File: config.mk
export PLATFORM = sky130hd
export DESIGN_NAME = shadow_config_mem
export DESIGN_NICKNAME = d
export VERILOG_FILES = /design/src/rtl/shadow_config_mem_pkg.sv /design/src/rtl/config_frame_slice.sv /design/src/rtl/shadow_config_mem.sv
export SDC_FILE = /design/constraint.sdc
export NUM_CORES = 1
export LEC_CHECK = 0
export BUFFER_PORTS_ARGS = -buffer_cell sky130_fd_sc_hd__buf_2
export CORE_ASPECT_RATIO = 2
export CORE_MARGIN = 1
export CORE_UTILIZATION = 30
export DETAILED_ROUTE_END_ITERATION = 12
export PLACE_DENSITY = 0.49
export SLEW_MARGIN = 0
export SYNTH_ARGS = -nofsm -noshare
export SYNTH_HDL_FRONTEND = slang
export SYNTH_HIERARCHICAL = 1
export SYNTH_SLANG_ARGS = --single-unit
File: constraint.sdc
create_clock -name CLK -period 2 [get_ports CLK]
set_clock_uncertainty 0.2 [all_clocks]
set_input_delay 0.4 -clock CLK [delete_from_list [all_inputs] [get_ports CLK]]
set_output_delay 0.4 -clock CLK [all_outputs]
set_load 0.02 [all_outputs]
File: src/rtl/shadow_config_mem_pkg.sv
// Shared types and elaboration helpers for the shadow configuration memory.
package shadow_config_mem_pkg;

   // Two-phase controller: accept writes, or copy shadow into active.
   typedef enum logic {
      S_IDLE   = 1'b0,
      S_COMMIT = 1'b1
   } state_e;

   // Number of frames needed to carry nbits configuration bits.
   function automatic int calc_nframes(input int nbits, input int fbits);
      return (nbits + fbits - 1) / fbits;
   endfunction

   // ConfigBits index fed by frame f, frame bit b. Negative means the bit
   // falls below the bottom of the configuration vector (unused tail bits).
   function automatic int cfg_index(input int f, input int b, input int fbits, input int nbits);
      return nbits - 1 - (f * fbits + fbits - 1 - b);
   endfunction

endpackage

File: src/rtl/config_frame_slice.sv
// One configuration frame: shadow register written by the host, active
// register loaded from shadow on commit. Unused bits are masked at write.
module config_frame_slice #(
   parameter int                         FrameBitsPerRow = 32,
   parameter logic [FrameBitsPerRow-1:0] VALID_MASK      = '1
) (
   input  logic                       i_clk,
   input  logic                       i_resetn,
   input  logic                       i_wr_en,
   input  logic [FrameBitsPerRow-1:0] i_wr_data,
   input  logic                       i_load,
   output logic [FrameBitsPerRow-1:0] o_shadow,
   output logic [FrameBitsPerRow-1:0] o_active
);

   logic [FrameBitsPerRow-1:0] r_shadow;
   logic [FrameBitsPerRow-1:0] r_active;

   // Shadow takes masked host data; active takes the shadow on load.
   always_ff @(posedge i_clk) begin
      if (!i_resetn) begin
         r_shadow <= '0;
         r_active <= '0;
      end else begin
         if (i_wr_en) r_shadow <= i_wr_data & VALID_MASK;
         if (i_load)  r_active <= r_shadow;
      end
   end

   assign o_shadow = r_shadow;
   assign o_active = r_active;

endmodule

File: src/rtl/shadow_config_mem.sv
// Double-buffered configuration memory: frames are written into a shadow
// copy, and a commit (only once every frame has been written) copies the
// whole shadow into the active copy that drives ConfigBits.
module shadow_config_mem
   import shadow_config_mem_pkg::*;
#(
   parameter int MaxFramesPerCol = 20,
   parameter int FrameBitsPerRow = 32,
   parameter int NoConfigBits    = 74
) (
   input  logic                               CLK,
   input  logic                               resetn,
   input  logic                               wr_valid,
   output logic                               wr_ready,
   input  logic [$clog2(MaxFramesPerCol)-1:0] wr_frame,
   input  logic [FrameBitsPerRow-1:0]         FrameData,
   input  logic                               commit,
   output logic                               commit_done,
   output logic                               commit_err,
   output logic                               wr_err,
   input  logic                               rd_req,
   input  logic [$clog2(MaxFramesPerCol)-1:0] rd_frame,
   input  logic                               rd_shadow,
   output logic                               rd_valid,
   output logic [FrameBitsPerRow-1:0]         rd_data,
   output logic [NoConfigBits-1:0]            ConfigBits,
   output logic [NoConfigBits-1:0]            ConfigBits_N
);

   localparam int FW      = $clog2(MaxFramesPerCol);
   localparam int NFRAMES = calc_nframes(NoConfigBits, FrameBitsPerRow);

   if (NFRAMES > MaxFramesPerCol) begin : g_bad_cfg
      $error("shadow_config_mem: NoConfigBits needs more frames than MaxFramesPerCol");
   end

   state_e                                   r_state;
   state_e                                   w_state_nxt;
   logic [NFRAMES-1:0]                       r_mask;
   logic [NFRAMES-1:0]                       w_wr_sel;
   logic [NFRAMES-1:0]                       w_rd_sel;
   logic [NFRAMES-1:0][FrameBitsPerRow-1:0]  w_shadow;
   logic [NFRAMES-1:0][FrameBitsPerRow-1:0]  w_active;
   logic                                     w_idle;
   logic                                     w_hs;
   logic                                     w_wr_hit;
   logic                                     w_wr_ok;
   logic                                     w_complete;
   logic                                     w_cerr;
   logic                                     w_copy;
   logic [FrameBitsPerRow-1:0]               w_rd_word;
   logic [NoConfigBits-1:0]                  w_cfg;
   logic                                     r_commit_done;
   logic                                     r_commit_err;
   logic                                     r_wr_err;
   logic                                     r_rd_valid;
   logic [FrameBitsPerRow-1:0]               r_rd_data;

   assign w_idle   = (r_state == S_IDLE);
   assign w_hs     = wr_valid & w_idle;
   assign w_wr_hit = |w_wr_sel;
   assign w_wr_ok  = w_hs & w_wr_hit;
   // A frame written in the same cycle as commit counts toward completeness.
   assign w_complete = &(r_mask | (w_wr_ok ? w_wr_sel : '0));

   // One-hot frame decode; an index beyond the last frame selects nothing.
   always_comb begin
      w_wr_sel = '0;
      w_rd_sel = '0;
      for (int f = 0; f < NFRAMES; f++) begin
         w_wr_sel[f] = (wr_frame == FW'(f));
         w_rd_sel[f] = (rd_frame == FW'(f));
      end
   end

   // FSM state register.
   always_ff @(posedge CLK) begin
      if (!resetn) r_state <= S_IDLE;
      else         r_state <= w_state_nxt;
   end

   // FSM next state: commit only with a full set of frames, otherwise refuse.
   always_comb begin
      w_state_nxt = r_state;
      w_cerr      = 1'b0;
      w_copy      = 1'b0;
      case (r_state)
         S_IDLE: begin
            if (commit) begin
               if (w_complete) w_state_nxt = S_COMMIT;
               else            w_cerr      = 1'b1;
            end
         end
         S_COMMIT: begin
            w_copy      = 1'b1;
            w_state_nxt = S_IDLE;
         end
         default: w_state_nxt = S_IDLE;
      endcase
   end

   // Track which frames were written since the last commit.
   always_ff @(posedge CLK) begin
      if (!resetn)      r_mask <= '0;
      else if (w_copy)  r_mask <= '0;
      else if (w_wr_ok) r_mask <= r_mask | w_wr_sel;
   end

   // Status pulses, each one cycle after its cause.
   always_ff @(posedge CLK) begin
      if (!resetn) begin
         r_commit_done <= 1'b0;
         r_commit_err  <= 1'b0;
         r_wr_err      <= 1'b0;
      end else begin
         r_commit_done <= w_copy;
         r_commit_err  <= w_cerr;
         r_wr_err      <= w_hs & ~w_wr_hit;
      end
   end

   // Readback mux; out-of-range frames read as zero.
   always_comb begin
      w_rd_word = '0;
      for (int f = 0; f < NFRAMES; f++) begin
         if (w_rd_sel[f]) w_rd_word = rd_shadow ? w_shadow[f] : w_active[f];
      end
   end

   // Registered readback; sees pre-edge shadow, so a same-cycle write reads old.
   always_ff @(posedge CLK) begin
      if (!resetn) begin
         r_rd_valid <= 1'b0;
         r_rd_data  <= '0;
      end else begin
         r_rd_valid <= rd_req;
         if (rd_req) r_rd_data <= w_rd_word;
      end
   end

   for (genvar f = 0; f < NFRAMES; f++) begin : g_frame
      localparam int NV = (NoConfigBits - f * FrameBitsPerRow < FrameBitsPerRow) ?
                          (NoConfigBits - f * FrameBitsPerRow) : FrameBitsPerRow;
      localparam logic [FrameBitsPerRow-1:0] MSK = ~({FrameBitsPerRow{1'b1}} >> NV);

      config_frame_slice #(
         .FrameBitsPerRow(FrameBitsPerRow),
         .VALID_MASK     (MSK)
      ) u_slice (
         .i_clk    (CLK),
         .i_resetn (resetn),
         .i_wr_en  (w_wr_ok & w_wr_sel[f]),
         .i_wr_data(FrameData),
         .i_load   (w_copy),
         .o_shadow (w_shadow[f]),
         .o_active (w_active[f])
      );

      // Frame bits that land inside the configuration vector.
      for (genvar b = 0; b < FrameBitsPerRow; b++) begin : g_bit
         if (cfg_index(f, b, FrameBitsPerRow, NoConfigBits) >= 0) begin : g_map
            assign w_cfg[cfg_index(f, b, FrameBitsPerRow, NoConfigBits)] = w_active[f][b];
         end
      end
   end

   assign wr_ready     = w_idle;
   assign commit_done  = r_commit_done;
   assign commit_err   = r_commit_err;
   assign wr_err       = r_wr_err;
   assign rd_valid     = r_rd_valid;
   assign rd_data      = r_rd_data;
   assign ConfigBits   = w_cfg;
   assign ConfigBits_N = ~w_cfg;

endmodule

==> summary.md, run 1 <==
| Metric | Value |
|---|---|
| Vias post-DR | roughly 7,000 |
| Cell variety after synth | 27 |
| Endpoints failing setup | 0 |
| Number of diodes | 0 |
| Endpoint class of the critical path | output port |
| Slew HR | 48.2% |
| Clock share of power | between 40% and 50% |
| CP required | 1.40 ns |
| CTS max path bufs | 2 |
| Top cells by area, synth | dfxtp_1 40%, mux2i_1 21%, nor2b_1 12% |
| Post-Syn Area | 0.00944 mm^2 |
| PwrDens | 679 mW/mm^2 |
| Final ANT Viol Nets | 0 |
| DR DRC count | 0 |
| Die width | around 130 um |
| Max VDD drop | about 0.00056 V |
| Area delta synth->final | 22.8% |
| Starting Density | between 30 and 40% |
| GRT overflow | 0 |
| Synthesized area per cell | approximately 9.8 um^2 |
| # H-tree levels | 4 |
| Critical path class | register to output port |
| Die area | ~0.032 mm^2 |
| Fin crit share | 94.6% |
| Core Footprint | a little over 0.03 mm^2 |
| Number of flops mapped to enable cells by yosys | 0 |
| GPL Wtd Cong | between 0.8 and 0.9 |
| Main flop type after synthesis | dfxtp_1 |
| Status | complete, no violations |
| Least-Margin Pin Slew | around 0.78 ns |
| GR Util All Layers | 18.4% |
| Via-to-Cell Ratio | around 4.5 |
| Iteration-0 DRC count of the detailed router | about 270 |
| Flop pwr share | 47.9% |
| Cells after synthesis | ~970 |
| DP HPWL | just over 20 mm |
| First-pass GRT wire length | between 40 and 50 mm |
| Row count | a little over 90 |
| Post-route cell area | roughly 0.012 mm^2 |
| Top Ports | ~230 |
| Layout cell share with drive strength beyond 1 | between 20% and 30% |
| Post-layout min period | 1.89 ns |
| Count of final hold-check violations | 0 |
| Post-synthesis sequential area ratio | 39.9% |
| Vias in the first global route | approximately 7,100 |
| # nets final | ~1,200 |
| Sw Share | roughly a quarter |
| Final Slew Violations | 0 |
| Crit path arrival time | about 1.3 ns |
| PortBufs | 232 |
| Fmax | approximately 0.53 GHz |
| Max cap viols | 0 |
| Power Internal | roughly 5900 uW |
| Yosys top cell area share | 39.9% |
| CTS root buf | clkbuf_16 |
| Dpl ws | -0.0915 ns |
| Combinational power share | 6.8% |
| CTS sink count | 188 |
| Critical Path Source Type | register |
| Static leakage | between 0.004 and 0.005 uW |
| Ys Warns | 6 |
| DP Area | between 0.01 and 0.015 mm^2 |
| Die H | around 250 um |
| Async SR Flop Fraction | 0% |
| Clock Latency Late Sink | 0.46 ns |
| Crit path max fanout | 20 |
| Avg WL per Cell | ~18 um |
| Initial antenna violation count | 1 |
| Largest area contributor in the netlist | dfxtp_1 |
| RSZ-0062 raised after global routing | no |
| Clock transition at the registers of the reported paths | about 0.070 ns |
| NetSw | between 1500 and 2000 uW |
| Yosys reg bits | 188 |
| Hold crit path type | input port to register |
| Largest net degree at the start of global routing | 95 |
| CTS tree | built |
| Num CTS Buffers | 17 |
| Hold slack final | 0.0279 ns |
| Setup WS post-layout | 0.108 ns |
| DRT Wirelength | approximately 29 mm |
| DRT Pass-1 Iters | 4 |
Yosys cell counts (all sizes together) (2+ instances only):
| master | number |
|---|---|
| a32o | 32 |
| and2 | 4 |
| and3 | 3 |
| buf | 79 |
| clkbuf | 38 |
| dfxtp | 188 |
| inv | 75 |
| mux2i | 202 |
| nand2 | 68 |
| nand4 | 2 |
| nor2 | 3 |
| nor2b | 186 |
| nor3 | 2 |
| o211a | 32 |
| o211ai | 11 |
| o21a | 2 |
| o22ai | 32 |
cell usage in the layout, fill, tap and decap left out, types with 2 or more instances in the layout:
master and instances:
inv_1 75, buf_4 19, bufinv_16 2, conb_1 44, buf_2 230, clkbuf_16 17, clkinv_4 2, o22ai_1 32
dfxtp_1 187, nor3_1 2, nand4_1 2, inv_8 2, a32o_1 32, inv_6 3, o21a_1 2, nor2_1 2
nand2_1 68, buf_12 13, nor2b_1 185, and2_1 3, clkinvlp_4 3, o211a_1 32, mux2i_1 202, bufbuf_16 2
dlygate4sd3_1 7, o211ai_1 11
cell families after synthesis:
logic type | after synthesis | share of synthesized area, %
AND/OR/NAND/NOR | 270 | 16.2
multiplexers | 202 | 21.4
flip-flops | 188 | 39.9
other | 1 | 0.0397
AO/OA/AOI/OAI | 111 | 10.1
buffers and inverters | 193 | 12.4
final timing paths:
path | cells past startpoint | from | slack (ns) | endpoint
max reg2reg | 5 | r_state | 0.21 | wr_err
max | 3 | r_state | 0.11 | wr_ready
min | 3 | FrameData[15] | 0.03 | g_frame[1].u_slice/o_shadow[15]
min reg2reg | 1 | r_mask[1] | 0.29 | r_mask[1]
registers in the layout, indices dropped and copies added (netlist names):
name                      flops
r_mask                        3
wr_err                        1
commit_err                    1
r_state                       1
rd_valid                      1
g_frame.u_slice/o_shadow     74
rd_data                      32
g_frame.u_slice/o_active     74
commit_done                   1
worst max-delay path: stages, from the launching register on:
cell     delay (ns)
dfxtp_4        0.41
buf_16         0.21
inv_1          0.06
buf_2          0.16
final cells by class:
| type | count | area [um^2] |
|---|---|---|
| multi-input combinational | 627 | 4680 |
| inverter | 76 | 285 |
| timing repair buffer | 273 | 1730 |
| tap | 418 | 523 |
| clock inverter | 14 | 160 |
| clock buffer | 18 | 439 |
| fill | 3193 | 19300 |
| sequential | 188 | 3770 |
metrics by stage:
step / std cells / setup TNS (ns) / utilization (%) / total power [uW]
6_report: 1614 / 0 / 37.5 / 7870
3_5_place_dp: 1573 / -2.29 / 35.1 / 4390
4_1_cts: 1614 / 0 / 37.5 / 7990
5_1_grt: 1614 / 0 / 37.5 / 8180
3_3_place_gp: 1573 / -1.41 / 35.1 / 4390
2_1_floorplan: 1008 / 0 / - / 4240
power by group through the flow:
| stage | Sequential, uW | Clock (uW) | Combinational [uW] |
|---|---|---|---|
| after CTS | 3770 | 3680 | 546 |
| after detailed placement | 3860 | 0 | 535 |
| after global routing | 3770 | 3830 | 580 |
| final | 3770 | 3560 | 539 |
| after global placement | 3860 | 0 | 534 |
| after floorplan | 3870 | 0 | 368 |
per-layer routing:
metal  share of wire, %  vias up  global-route usage [%]
li1                   -     3603                       -
met1                 37     3381                    18.6
met2                 55      177                    34.8
met3                4.2       34                    3.95
met4                3.6        0                    9.18
met5                  0        -                       0
repair_timing:
item | CTS | global route
hold buffers | 7 | 0
resized for setup | 1 | 2
endpoints found under the setup margin | 1 | 3
hold endpoints to repair | 10 | 0
cloned | 2 | 0
setup buffers | 0 | 0
Power figures use the tool's default switching activity.
==> run 2, diff against run 1 <==
CORE_UTILIZATION = 35   (was 30)
PLACE_DENSITY = 0.55   (was 0.49)
==> summary.md, run 2 (synthesis gave the netlist of run 1 again) <==
| Metric | Value |
|---|---|
| Critical hold path startpoint | wr_frame[0] |
| Commonest non-fill, non-tap cell in the layout | buf_2 |
| # fillers | 2,603 (-18%) |
| Core Footprint | 0.0264 mm^2 (-15%) |
| Post-layout min period | 1.91 ns (+0.0184 ns) |
| Hold crit path type | input port to register |
| Starting Density | 35.8% (+5.2 points) |
| Area delta synth->final | 21.0% |
| Max cap viols | 0 (unchanged) |
| Reg-to-Reg Start | r_state |
| Hold Path Depth | 3 (unchanged) |
| Tot Pwr | 7800 uW (-0.86%) |
| Clock Latency Late Sink | 0.44 ns (-0.02 ns) |
| Critical Path Source Type | input port |
| Fin crit share | 95.5% (+0.92 points) |
| Final ANT Viol Nets | 0 (unchanged) |
| Critical path's slowest cell | dlygate4sd3_1 |
| PwrDens | 683 mW/mm^2 (+0.55%) |
| Num CTS Buffers | 17 (unchanged) |
| Die area | 0.0277 mm^2 (-14%) |
| GPL Wtd Cong | 0.871 (-2.0%) |
| Crit path max fanout | 11 (-45%) |
| Worst-path cell chain | dlygate4sd3_1 > buf_2 > nor2b_1 > buf_4 > and3_1 > buf_12 > mux2i_1 > nor2b_1 |
| GRT overflow | 0 (unchanged) |
| Via-to-Cell Ratio | 4.74 (+6.4%) |
| RSZ-0062 raised after global routing | no |
| Die H | 234 um (-7.4%) |
| CTS tree | built |
| Endpoints failing setup | 0 (unchanged) |
| Layout cell share with drive strength beyond 1 | 25.2% (-0.40 points) |
| Final Util | 43.3% (+5.8 points) |
| Top Ports | 233 (unchanged) |
| Iteration-0 DRC count of the detailed router | 265 (-2.2%) |
| # nets final | 1,229 (-0.16%) |
| Largest net degree at the start of global routing | 95 (unchanged) |
| Status | complete, no violations |
| Avg WL per Cell | 18.0 um (-0.23%) |
| DRT Wirelength | 27.6 mm (-5.1%) |
| Endpoint, Worst Hold | wr_err |
| Setup WS post-layout | 0.0899 ns (-0.0184 ns) |
| Initial antenna violation count | 1 (unchanged) |
| DRT Pass-1 Iters | 5 (+1) |
| Count of final hold-check violations | 0 (unchanged) |
| Clock transition at the registers of the reported paths | 0.07 ns (about the same) |
| Hold slack final | 0.0394 ns (+0.0115 ns) |
| First-pass GRT wire length | 41.0 mm (-5.5%) |
| Crit path arrival time | 2.04 ns (+0.75 ns) |
| CTS max path bufs | 2 (unchanged) |
| Vias post-DR | 7,285 (+1.3%) |
| GR Util All Layers | 20.0% (+1.6 points) |
| Endpoint class of the critical path | register |
| Die width | 118 um (-7.3%) |
| Critical path class | input port to register |
| Post-CTS Setup Inserts | 0 (unchanged) |
| Post-Layout Cell Count | 1,536 (-4.8%) |
| PortBufs | 232 (unchanged) |
| Static leakage | 0.00430 uW (-0.68%) |
| DR DRC count | 0 (unchanged) |
| Vias in the first global route | 7,038 (-1.1%) |
| Placed cells | 1,501 (-4.6%) |
| Final Slew Violations | 0 (unchanged) |
| Most frequent cells in the layout | 230 x buf_2, 202 x mux2i_1, 187 x dfxtp_1 |
| Max VDD drop | 0.000650 V (+17%) |
| CTS sink count | 188 (unchanged) |
| Dpl ws | -0.0915 ns (-0.00000690 ns) |
| DP HPWL | 19.5 mm (-3.2%) |
| Row count | 84 (-7.7%) |
| Worst R2R Path Depth | 6 (+1) |
| CTS root buf | clkbuf_16 |
| Fmax | 0.524 GHz (-0.96%) |
| Crit path largest cell delay | 0.52 ns (+0.11 ns) |
| CP required | 2.13 ns (+0.73 ns) |
| # H-tree levels | 4 (unchanged) |
| Worst r2r dst | g_frame[2].u_slice/o_shadow[26] |
| Most frequent CP cell | nor2b_1 |
| R2r setup slk | 0.33 ns (+0.12 ns) |
run 2: changes by cell type in the layout (fill, tap and decap cells not counted), sizes merged, moves of 2 or more:
| cell | change |
|---|---|
| clkbuf | +5 |
| dlygate4sd3 | -3 |
| bufbuf | -2 |
| inv | -6 |
| buf | +2 |
run 2: how the worst max path moves through the flow:
stage | endpoint | cells past startpoint | startpoint | slack (ns)
6_report | g_frame[2].u_slice/o_shadow[26] | 8 | wr_valid | 0.09
3_5_place_dp | rd_data[18] | 5 | rd_frame[4] | -0.09
3_3_place_gp | rd_data[24] | 6 | rd_frame[4] | -0.04
5_1_grt | g_frame[2].u_slice/o_shadow[24] | 8 | wr_valid | 0.03
2_1_floorplan | rd_data[23] | 6 | rd_frame[4] | 0.07
4_1_cts | wr_ready | 3 | r_state | 0.008
run 2: cell type report:
cell class	count	area, um^2	share of cell area [%]
multi-input cells	627	4670	40.9
flip-flops and latches	188	3770	33.0
repair buffers	271	1670	14.6
clock buffers	22	474	4.15
well taps	344	430	3.77
inverters	76	285	2.50
clock inverters	7	115	1.01
diodes	1	2.50	0.0219
run 2: where the power goes:
part | internal [uW] | switching, uW | total, uW
clock | 2040 | 1450 | 3490
sequential | 3760 | 12.3 | 3770
combinational | 226 | 309 | 535
total | 6030 | 1770 | 7800
run 2: repair_timing:
action / in CTS / in global routing
gates cloned: 0 / 1
hold buffers: 4 / 0
endpoints found under the setup margin: 1 / 1
gates resized for setup: 1 / 0
endpoints found under the hold margin: 4 / 0
run 2: metrics by stage:
| stage | TNS (ns) | instance area [um^2] |
|---|---|---|
| after floorplan | 0 | 9600 |
| after global placement | -0.991 | 10800 |
| after detailed placement | -2.13 | 10800 |
| after CTS | 0 | 11400 |
| after global routing | 0 | 11400 |
| final | 0 | 11400 |
run 2: critical path, delay by kind of cell:
family        cells  cell delay (ns)
buf+inv           4             0.95
mux               1             0.21
simple gates      3             0.46
run 2: layer usage:
metal | routed length [um] | global-route usage (%) | part of all wire [%] | vias up
li1 | - | - | - | 3606
met1 | 10200 | 20.2 | 37 | 3428
met2 | 14700 | 36.9 | 53 | 205
met3 | 1300 | 4.94 | 4.7 | 46
met4 | 1340 | 11.8 | 4.9 | 0
met5 | 0 | 0 | 0 | -
==> run 3, diff against run 2 <==
CORE_MARGIN = 5   (was 1)
==> summary.md, run 3 (synthesis gave the netlist of run 1 again) <==
| Metric | Value |
|---|---|
| Crit path largest cell delay | 0.40 ns (-0.12 ns) |
| DP Area | 0.0108 mm^2 (about the same) |
| Via-to-Cell Ratio | 4.73 (-0.29%) |
| Crit path arrival time | 1.27 ns (-0.77 ns) |
| Iteration-0 DRC count of the detailed router | 247 (-6.8%) |
| Fin Setup TNS | 0 ns (unchanged) |
| Combinational power share | 6.9% (about the same) |
| Crit path max fanout | 25 (+14) |
| CTS max path bufs | 2 (unchanged) |
| GRT overflow | 0 (unchanged) |
| Die H | 242 um (+3.4%) |
| Least-Margin Pin Slew | 0.539 ns |
| Starting Density | 35.2% (-0.56 points) |
| Sw Share | 23.5% (+0.78 points) |
| Vias in the first global route | 7,418 (+5.4%) |
| Clock share of power | 43.3% (-1.5 points) |
| CTS root buf | clkbuf_16 |
| GPL Wtd Cong | 0.818 (-6.1%) |
| Count of final hold-check violations | 0 (unchanged) |
| Commonest non-fill, non-tap cell in the layout | buf_2 |
| Final ANT Viol Nets | 0 (unchanged) |
| Die area | 0.0305 mm^2 (+10%) |
| Worst-path cell chain | buf_16 > inv_1 > buf_2 |
| RSZ-0062 raised after global routing | no |
| Layout cell share with drive strength beyond 1 | 25.3% (+0.13 points) |
| Vias post-DR | 7,292 (+0.096%) |
| Fin crit share | 93.6% (-1.9 points) |
| PortBufs | 232 (unchanged) |
| Row count | 85 (+1.2%) |
| Clock Latency Late Sink | 0.45 ns (about the same) |
| First-pass GRT wire length | 43.1 mm (+5.0%) |
| Critical path's slowest cell | dfxtp_4 |
| Static leakage | 0.00428 uW (-0.35%) |
| Final Util | 42.4% (-0.90 points) |
| Critical Path Source Type | register |
| # fillers | 2,727 (+4.8%) |
| DRT Wirelength | 28.2 mm (+2.3%) |
| Endpoint class of the critical path | output port |
| Flop pwr share | 49.8% (+1.4 points) |
| Status | complete, no violations |
| DR DRC count | 0 (unchanged) |
| Most frequent cells in the layout | 230 x buf_2, 202 x mux2i_1, 187 x dfxtp_1 |
| Num CTS Buffers | 17 (unchanged) |
| Fmax | 0.534 GHz (+2.1%) |
| Max VDD drop | 0.000717 V (+10%) |
| # H-tree levels | 4 (unchanged) |
| CP required | 1.40 ns (-0.73 ns) |
| Area delta synth->final | 20.4% |
| Family with the most delay on the worst path | buffers and inverters |
| Clock transition at the registers of the reported paths | 0.07 ns (about the same) |
| # nets final | 1,230 (+0.081%) |
| Largest net degree at the start of global routing | 101 (+6.3%) |
| Initial antenna violation count | 2 (+1) |
| Hold crit path type | input port to register |
| PwrDens | 667 mW/mm^2 (-2.3%) |
| DP HPWL | 20.6 mm (+5.7%) |
| Power Internal | 5800 uW (-3.7%) |
| Core Footprint | 0.0268 mm^2 (+1.6%) |
| Die width | 126 um (+6.8%) |
| Tot Pwr | 7580 uW (-2.8%) |
| DRT Pass-1 Iters | 5 (unchanged) |
| Top Ports | 233 (unchanged) |
| Critical path class | register to output port |
| GR Util All Layers | 18.3% (-1.7 points) |
| Post-route cell area | 0.0114 mm^2 (-0.52%) |
| Slew HR | about 64% |
| CTS tree | built |
| Endpoints failing setup | 0 (unchanged) |
| CTS sink count | 188 (unchanged) |
| Post-layout min period | 1.87 ns (-0.0387 ns) |
| NetSw | 1780 uW (+0.58%) |
| WP buf/inv | 3 (-1) |
| Avg WL per Cell | 18.3 um (+1.9%) |
| Post-CTS Setup Inserts | 0 (unchanged) |
| Final Slew Violations | 0 (unchanged) |
| Max cap viols | 0 (unchanged) |
-- run 3: changes by cell type in the layout (fill, tap and decap cells not counted) --
cell and change:
buf_4 +5, clkbuf_8 -3, clkinv_2 +3, buf_12 -2, clkbuf_1 +2, dlygate4sd3_1 -2
bufbuf_16 +1, bufinv_16 -1, clkbuf_16 -1
-- run 3: per-stage QoR --
stage               instances  hold slack, ns  setup slack, ns
global placement         1508           0.262          -0.0541
CTS                      1541        0.000537           0.0695
finish                   1542          0.0296            0.129
detailed placement       1508           0.270          -0.0874
floorplan                1008           0.254           0.0717
global route             1541          0.0130           0.0151
-- run 3: final cells by class --
cell class              count  area, um^2  area share, %
multi-input cells         627        4670           41.1
flip-flops and latches    188        3770           33.2
repair buffers            272        1660           14.6
clock buffers              21         440           3.88
well taps                 348         435           3.83
inverters                  76         285           2.51
clock inverters             9         100          0.881
diodes                      1        2.50         0.0220
-- run 3: metal layers --
layer  track usage [%]  routed length, um  vias to the layer above
met2              34.4              15300                      197
met5                 0                 13                        -
met1              18.5              10400                     3440
li1                  -                  -                     3603
met3              3.62               1130                       50
met4              9.85               1370                        2
-- run 3: what timing repair did --
action,in CTS,in global routing
resized for setup,1,0
endpoints found under the setup margin,1,0
hold endpoints to repair,3,0
hold buffers,2,0
-- run 3: power groups by stage --
stage | logic [uW] | clock network, uW | registers (uW)
floorplan | 368 | 0 | 3870
global placement | 525 | 0 | 3860
detailed placement | 525 | 0 | 3860
CTS | 529 | 3400 | 3770
global route | 564 | 3530 | 3770
finish | 525 | 3280 | 3770
-- run 3: worst paths after layout --
check | from | endpoint | slack, ns | cells past startpoint
worst max-delay path | r_state | wr_ready | 0.13 | 3
worst min-delay path | FrameData[5] | g_frame[0].u_slice/o_shadow[5] | 0.03 | 3
worst max register to register | r_state | g_frame[1].u_slice/o_shadow[26] | 0.35 | 5
worst min register to register | r_mask[2] | r_mask[2] | 0.28 | 1
-- run 3: worst reg2reg max path: cells and delay by family, from the launching register on --
kind / cells / cell delay (ns)
AND/OR/NAND/NOR: 3 / 0.50
buffers and inverters: 1 / 0.21
multiplexers: 1 / 0.24
flip-flops: 1 / 0.38
